## config.mk

```make
export PLATFORM = sky130hd
export DESIGN_NAME = sha256d_sequencer
export DESIGN_NICKNAME = d
export VERILOG_FILES = /design/src/rtl/sha256d_sequencer.sv
export SDC_FILE = /design/constraint.sdc
export NUM_CORES = 2
export LEC_CHECK = 0
export BUFFER_PORTS_ARGS = -buffer_cell sky130_fd_sc_hd__buf_2
export CAP_MARGIN = 10
export CELL_PAD_IN_SITES_DETAIL_PLACEMENT = 0
export CELL_PAD_IN_SITES_GLOBAL_PLACEMENT = 1
export CORE_AREA = 2 2 749 751
export CTS_CLUSTER_SIZE = 8
export DETAILED_ROUTE_END_ITERATION = 10
export DIE_AREA = 0 0 751 753
export PLACE_DENSITY = 0.3
export SLEW_MARGIN = 20
export SYNTH_ARGS = -nofsm -noshare
export SYNTH_HDL_FRONTEND = slang
export SYNTH_SLANG_ARGS = --single-unit
```

## constraint.sdc

```tcl
create_clock -name clk -period 4.1 [get_ports clk]
set_clock_uncertainty 0.1 [all_clocks]
set_input_delay 0.615 -clock clk [delete_from_list [all_inputs] [get_ports clk]]
set_output_delay 0.615 -clock clk [all_outputs]
set_load 0.005 [all_outputs]
```

## src/rtl/sha256d_sequencer.sv

```systemverilog
// Drives one SHA-256 compression core through the three passes of a Bitcoin double hash
// of a 640-bit header, carrying chaining values between passes and returning the digest.
module sha256d_sequencer #(
  parameter int WD_CYCLES = 255
) (
  input  logic         clk,
  input  logic         rst,
  input  logic         hdr_valid,
  output logic         hdr_ready,
  input  logic [639:0] header,
  output logic         core_start,
  output logic [511:0] core_block,
  output logic [255:0] core_state_in,
  input  logic         core_done,
  input  logic [255:0] core_digest,
  output logic [1:0]   hash_count,
  output logic         out_valid,
  input  logic         out_ready,
  output logic [255:0] digest,
  output logic         err,
  output logic [2:0]   dbg_state
);

  typedef enum logic [2:0] {IDLE, S0, W0, S1, W1, S2, W2, OUT} state_t;

  localparam logic [255:0] IV =
    256'h6a09e667bb67ae853c6ef372a54ff53a510e527f9b05688c1f83d9ab5be0cd19;
  localparam int WDW = (WD_CYCLES < 2) ? 1 : $clog2(WD_CYCLES);
  localparam logic [WDW-1:0] WD_LAST = WDW'(WD_CYCLES - 1);
  localparam bit WD_EN = (WD_CYCLES != 0);

  state_t         state;
  logic [127:0]   hdr_lo;
  logic [WDW-1:0] wd_cnt;

  // Handshakes: a header moves on the cycle hdr_valid and hdr_ready are both high, a digest
  // on the cycle out_valid and out_ready are both high; valid never drops before its transfer.
  assign hdr_ready = (state == IDLE);
  assign dbg_state = state;

  always_ff @(posedge clk) begin
    if (rst) begin
      state         <= IDLE;
      hdr_lo        <= '0;
      wd_cnt        <= '0;
      core_start    <= 1'b0;
      core_block    <= '0;
      core_state_in <= '0;
      hash_count    <= 2'd0;
      out_valid     <= 1'b0;
      digest        <= '0;
      err           <= 1'b0;
    end else begin
      core_start <= 1'b0;
      err        <= 1'b0;
      case (state)
        IDLE: begin
          if (hdr_valid) begin
            hdr_lo        <= header[127:0];
            core_block    <= header[639:128];
            core_state_in <= IV;
            hash_count    <= 2'd0;
            core_start    <= 1'b1;
            state         <= S0;
          end
        end
        S0: begin
          wd_cnt <= '0;
          state  <= W0;
        end
        S1: begin
          wd_cnt <= '0;
          state  <= W1;
        end
        S2: begin
          wd_cnt <= '0;
          state  <= W2;
        end
        W0, W1, W2: begin
          // A core answer on the expiry cycle still counts as a completion.
          if (core_done) begin
            case (state)
              W0: begin
                core_block    <= {hdr_lo, 1'b1, 319'b0, 64'd640};
                core_state_in <= core_digest;
                hash_count    <= 2'd1;
                core_start    <= 1'b1;
                state         <= S1;
              end
              W1: begin
                core_block    <= {core_digest, 1'b1, 191'b0, 64'd256};
                core_state_in <= IV;
                hash_count    <= 2'd2;
                core_start    <= 1'b1;
                state         <= S2;
              end
              default: begin
                digest    <= core_digest;
                out_valid <= 1'b1;
                state     <= OUT;
              end
            endcase
          end else if (WD_EN && wd_cnt == WD_LAST) begin
            err        <= 1'b1;
            hash_count <= 2'd0;
            state      <= IDLE;
          end else begin
            wd_cnt <= wd_cnt + 1'b1;
          end
        end
        OUT: begin
          if (out_ready) begin
            out_valid <= 1'b0;
            state     <= IDLE;
          end
        end
        default: state <= IDLE;
      endcase
    end
  end

endmodule

```

## After elaboration in Yosys (flattened, before gate mapping)

Cells that the tools add are included.

| word-level totals | value |
|---|---|
| bits of input ports | 901 |
| flip-flop bits (word level) | 1168 |
| output and inout bits | 1033 |
| word-level logic and storage cells | 76 |

| cells by class | value |
|---|---|
| bitwise operators | 2 |
| reduce and logical (&&, ||, !) cells | 15 |
| add/sub/neg operators | 1 |
| multiplexer cells | 31 |
| equality and inequality tests | 17 |

Operator list:

| kind | number |
|---|---|
| $pmux 512 s2 | 2 |
| $mux 512 | 2 |
| $pmux 256 s2 | 2 |
| $mux 256 | 2 |
| $pmux 3 s6 | 1 |
| $mux 8 | 2 |
| $pmux 8 s2 | 1 |
| $eq 3x3->1 const B | 4 |
| $mux 3 | 4 |
| $ne 2x2->1 const B | 6 |
| $reduce_and 4->1 | 3 |
| $reduce_and 3->1 | 3 |
| $reduce_or 3->1 | 3 |
| $add 8x1->8 const B | 1 |
| $eq 8x8->1 const B | 1 |
| $pmux 2 s2 | 2 |
| $mux 1 | 7 |
| $eq 3x2->1 const B | 2 |
| $mux 2 | 3 |
| $ne 3x3->1 const B | 2 |
| $pmux 3 s2 | 1 |
| $reduce_bool 2->1 | 3 |
| $ne 4x4->1 const B | 1 |
| $pmux 1 s2 | 2 |
| other kinds (5) | 6 |

## Longest topological paths before layout

| depth | value |
|---|---|
| word-level depth | 5 |
| gate-level depth with buffers | 9 |
| gate-level depth less buffers | 6 |

## Worst setup path before layout

OpenSTA, ideal clock, no wires.

| path | value |
|---|---|
| path kind | register to output |
| from | register state[0] (netlist: dbg_state[0]) |
| to | output port hdr_ready |
| slack | 2.105 ns |
| cell stages (with the launch flop) | 6 |
| buffers on the path | 4 |
| arrival time | 1.280 ns |
| path through | dfxtp_1 -> buf_4 -> buf_2 -> buf_2 -> clkbuf_1 -> nor3_1 |

| on the way | value |
|---|---|
| cells in the longest elaborated chain, start to end | 1 |

Ends and longest elaborated chain:

| element | line | RTL |
|---|---|---|
| from (decl) | 32 | `state_t state;` |
| from (signal assigned) | 43 | `state <= IDLE;` |
| from (signal assigned) | 64 | `state <= S0;` |
| from (signal assigned) | 69 | `state <= W0;` |
| $logic_not 3->1 | 38 | `assign hdr_ready = (state == IDLE);` |
| to (decl) | 9 | `output logic hdr_ready,` |

Every way passes these cells.

## Worst setup path in the final report

| path | value |
|---|---|
| from | register state[0] (netlist: dbg_state[0]) |
| to | output port dbg_state[0] |

RTL lines:

| element | line | RTL |
|---|---|---|
| to (decl) | 21 | `output logic [2:0] dbg_state` |

No word-level cell between the ends.

==> results.cfg <==
[routing]
wirelength_microns = 490000
ant_nets = 0
vias = 59200
wl_per_cell_microns = 31.1
drt_pass1_iterations = 5
drtIter0Drc = 4894
viasPerCell = 3.75
drc = 0

[power_and_ir_drop]
p_leak_uw = 0.0300
p_per_area_mw_per_mm2 = 463
ir_drop_mv = 0.298

[clocking]
cts_max_path_buffers = 4
clkLatencyLatePin_ns = 0.88
cts.clk_slew.worst_paths_ns = 0.05
cts-resized-gates = 0
cts-root-buf = clkbuf_16
cts.sinks = 1168
numCtsBuffers = 182
cts_tree = built
cts_max_level = 4

[timing]
rsz0062_at_grt = false
setup_viol = 0
hold_viol = 0
fin_ws_ns = 0.872
slew_viol_final = 0
clock.fmax_mhz = 310
tns_ns = 0
period_needed_ns = 3.23
tightest_slew_ns = 1.29
fin_crit_sh_pct = 78.7
max-slew-margin-rel_pct = 13.8

[hold_path]
hold_path_class = input port to flip-flop
worstHoldStart = header[123]
min_delay_path_depth = 3
min_to = hdr_lo[123]

[cells_and_area]
final_nets = 8916
fillers = 64182
drive_gt1_share_pct = 29.1
multiInputGateArea_sq_mm = 0.0205
regArea_sq_mm = 0.0234
syn_to_final_growth_pct = 67.2
fin_cells = 15775

[placement]
io_buffer_count = 1933
place_hpwl_microns = 391000
place_congestion = 0.932
dp_cells = 14568
dp_slack_ns = 1.01

[synth]
synth.distinct_cells = 46
synth_ff_type = dfxtp_1
yosysTopAreaCellShare_pct = 49.9
ys_ff_latch = 1168
async_flop_share_pct = 0
synthesis.area_sq_mm = 0.0469
synth_common_cells = a21oi_1, dfxtp_1, nand2_1
synth.most_common_cell = a21oi_1
yosys-top-cells-area = dfxtp_1, a21oi_1, nand2_1, nand4_1, a311oi_1
synth_cells = 5679
synth.largest_area_cell = dfxtp_1
yosysWarnings = 0
syn-num-nets = 6582
yosysSeqAreaShare_pct = 49.9
synth.avg_cell_area_sq_um = 8.26
synth_edf_count = 0

[flow_run]
drv_cap = 0

[floorplan]
die_area_sq_mm = 0.566
io_pins = 1934
core_sq_mm = 0.558
die_height_microns = 753
fp.dieW_microns = 751
start_util_pct = 8.40
num_rows = 275

[global_route]
grt_max_degree = 143
grt_remaining_overflow = 0
grt_pass1_vias = 57106
grt_pass1_wl_microns = 624000
gr-usage-all-layers_pct = 16.4
antenna_found_initial = 361

[worst_setup_path]
cp_max_fo = 42
rr_endpoint = core_block[99]
r2r_start = dbg_state[2]
cpPeakStageDelay_ns = 0.52
critPathLaunchType = flip-flop
startpoint = dbg_state[0]
cp.arrival_ns = 2.51
worstPathCellList = buf_12, buf_4, buf_2
r2r_slack_ns = 0.93
path_class = flip-flop to output pin
worstSetupEndpointType = output pin
cp.required_ns = 3.38
r2r_cells = 6
worst_path_max_delay_cell = dfxtp_4

[outcome]
status = completed
-- through the flow --
stage / hold WS, ns / cell area [sq um] / util [%] / total power [uW]
global route: 0.00731 / 78100 / 14.0 / 37800
CTS: 0.00169 / 77900 / 13.9 / 37100
floorplan: 0.336 / 46900 / - / 16000
global placement: 0.340 / 65100 / 11.7 / 20800
finish: 0.0655 / 78400 / 14.0 / 36300
detailed placement: 0.344 / 65100 / 11.7 / 20900
-- where the power goes --
group	total, uW	internal (uW)	switching (uW)
Sequential	12900	12300	635
Clock	15100	8650	6430
Combinational	8270	2620	5650
-- worst max-delay path by stage --
stage                           to  slack [ns]  depth (start not counted)
CTS                   dbg_state[0]        0.61                          3
detailed placement  core_block[99]        1.01                          6
floorplan                hdr_ready        2.11                          5
finish                dbg_state[0]        0.87                          3
global placement    core_block[99]        1.09                          6
global route          dbg_state[0]        0.70                          3
-- cells in the final DEF (no fill, tap or decap), drive strengths merged, types with 3 or more instances in the layout --
master	count
clkinv	17
a211oi	4
a311oi	256
dfxtp	1168
nor3	144
nor2	11
nor4	139
a2111oi	4
bufinv	4
nand3	6
or3	3
diode	203
and3	128
buf	2114
clkbuf	239
inv	7
dlygate4sd3	740
nand2	780
nand4	373
a22o	127
a31oi	3
a21oi	1419
o2111ai	3
o21ai	379
-- critical path: cells and delay by family (launching register included) --
family                 cells  cell delay, ns
buffers and inverters      3            0.95
DFF                        1            0.52
-- kinds of logic after synthesis --
kind of cell / count (synthesis) / share of synthesized area, %
AOI/OAI and AO/OA: 2206 / 26.8
adders and majority gates: 2 / 0.0534
buffers and inverters: 707 / 6.52
DFF: 1168 / 49.9
muxes: 1 / 0.0214
and+or+nand+nor: 1595 / 16.7
-- final cells by class --
class	instances	share of cell area, %
repair buffers	2854	24.6
flip-flops and latches	1168	29.8
inverters	3	0.0239
diodes	203	0.648
multi-input cells	3804	26.2
well taps	7479	11.9
clock buffers	239	6.34
clock inverters	25	0.492
-- metal layers --
metal  GRT usage (%)  vias up  wire length (microns)
met3            5.30      722                  45100
met1            22.0    29732                 218000
met4            3.87      154                  13500
met5               0        -                    920
met2            25.4     2791                 212000
li1                -    25801                      -
-- sequential cells by signal, indices dropped and copies added (netlist names) --
| name | count |
|---|---|
| core_block | 512 |
| core_start | 1 |
| core_state_in | 256 |
| dbg_state | 3 |
| digest | 256 |
| err | 1 |
| hash_count | 2 |
| hdr_lo | 128 |
| out_valid | 1 |
| wd_cnt | 8 |
-- timing repair --
item                                   in CTS  in global routing
hold buffers                              740                  0
endpoints found under the hold margin    1053                  0
buffers inserted                            0                  0
Power figures use the tool's default switching activity.
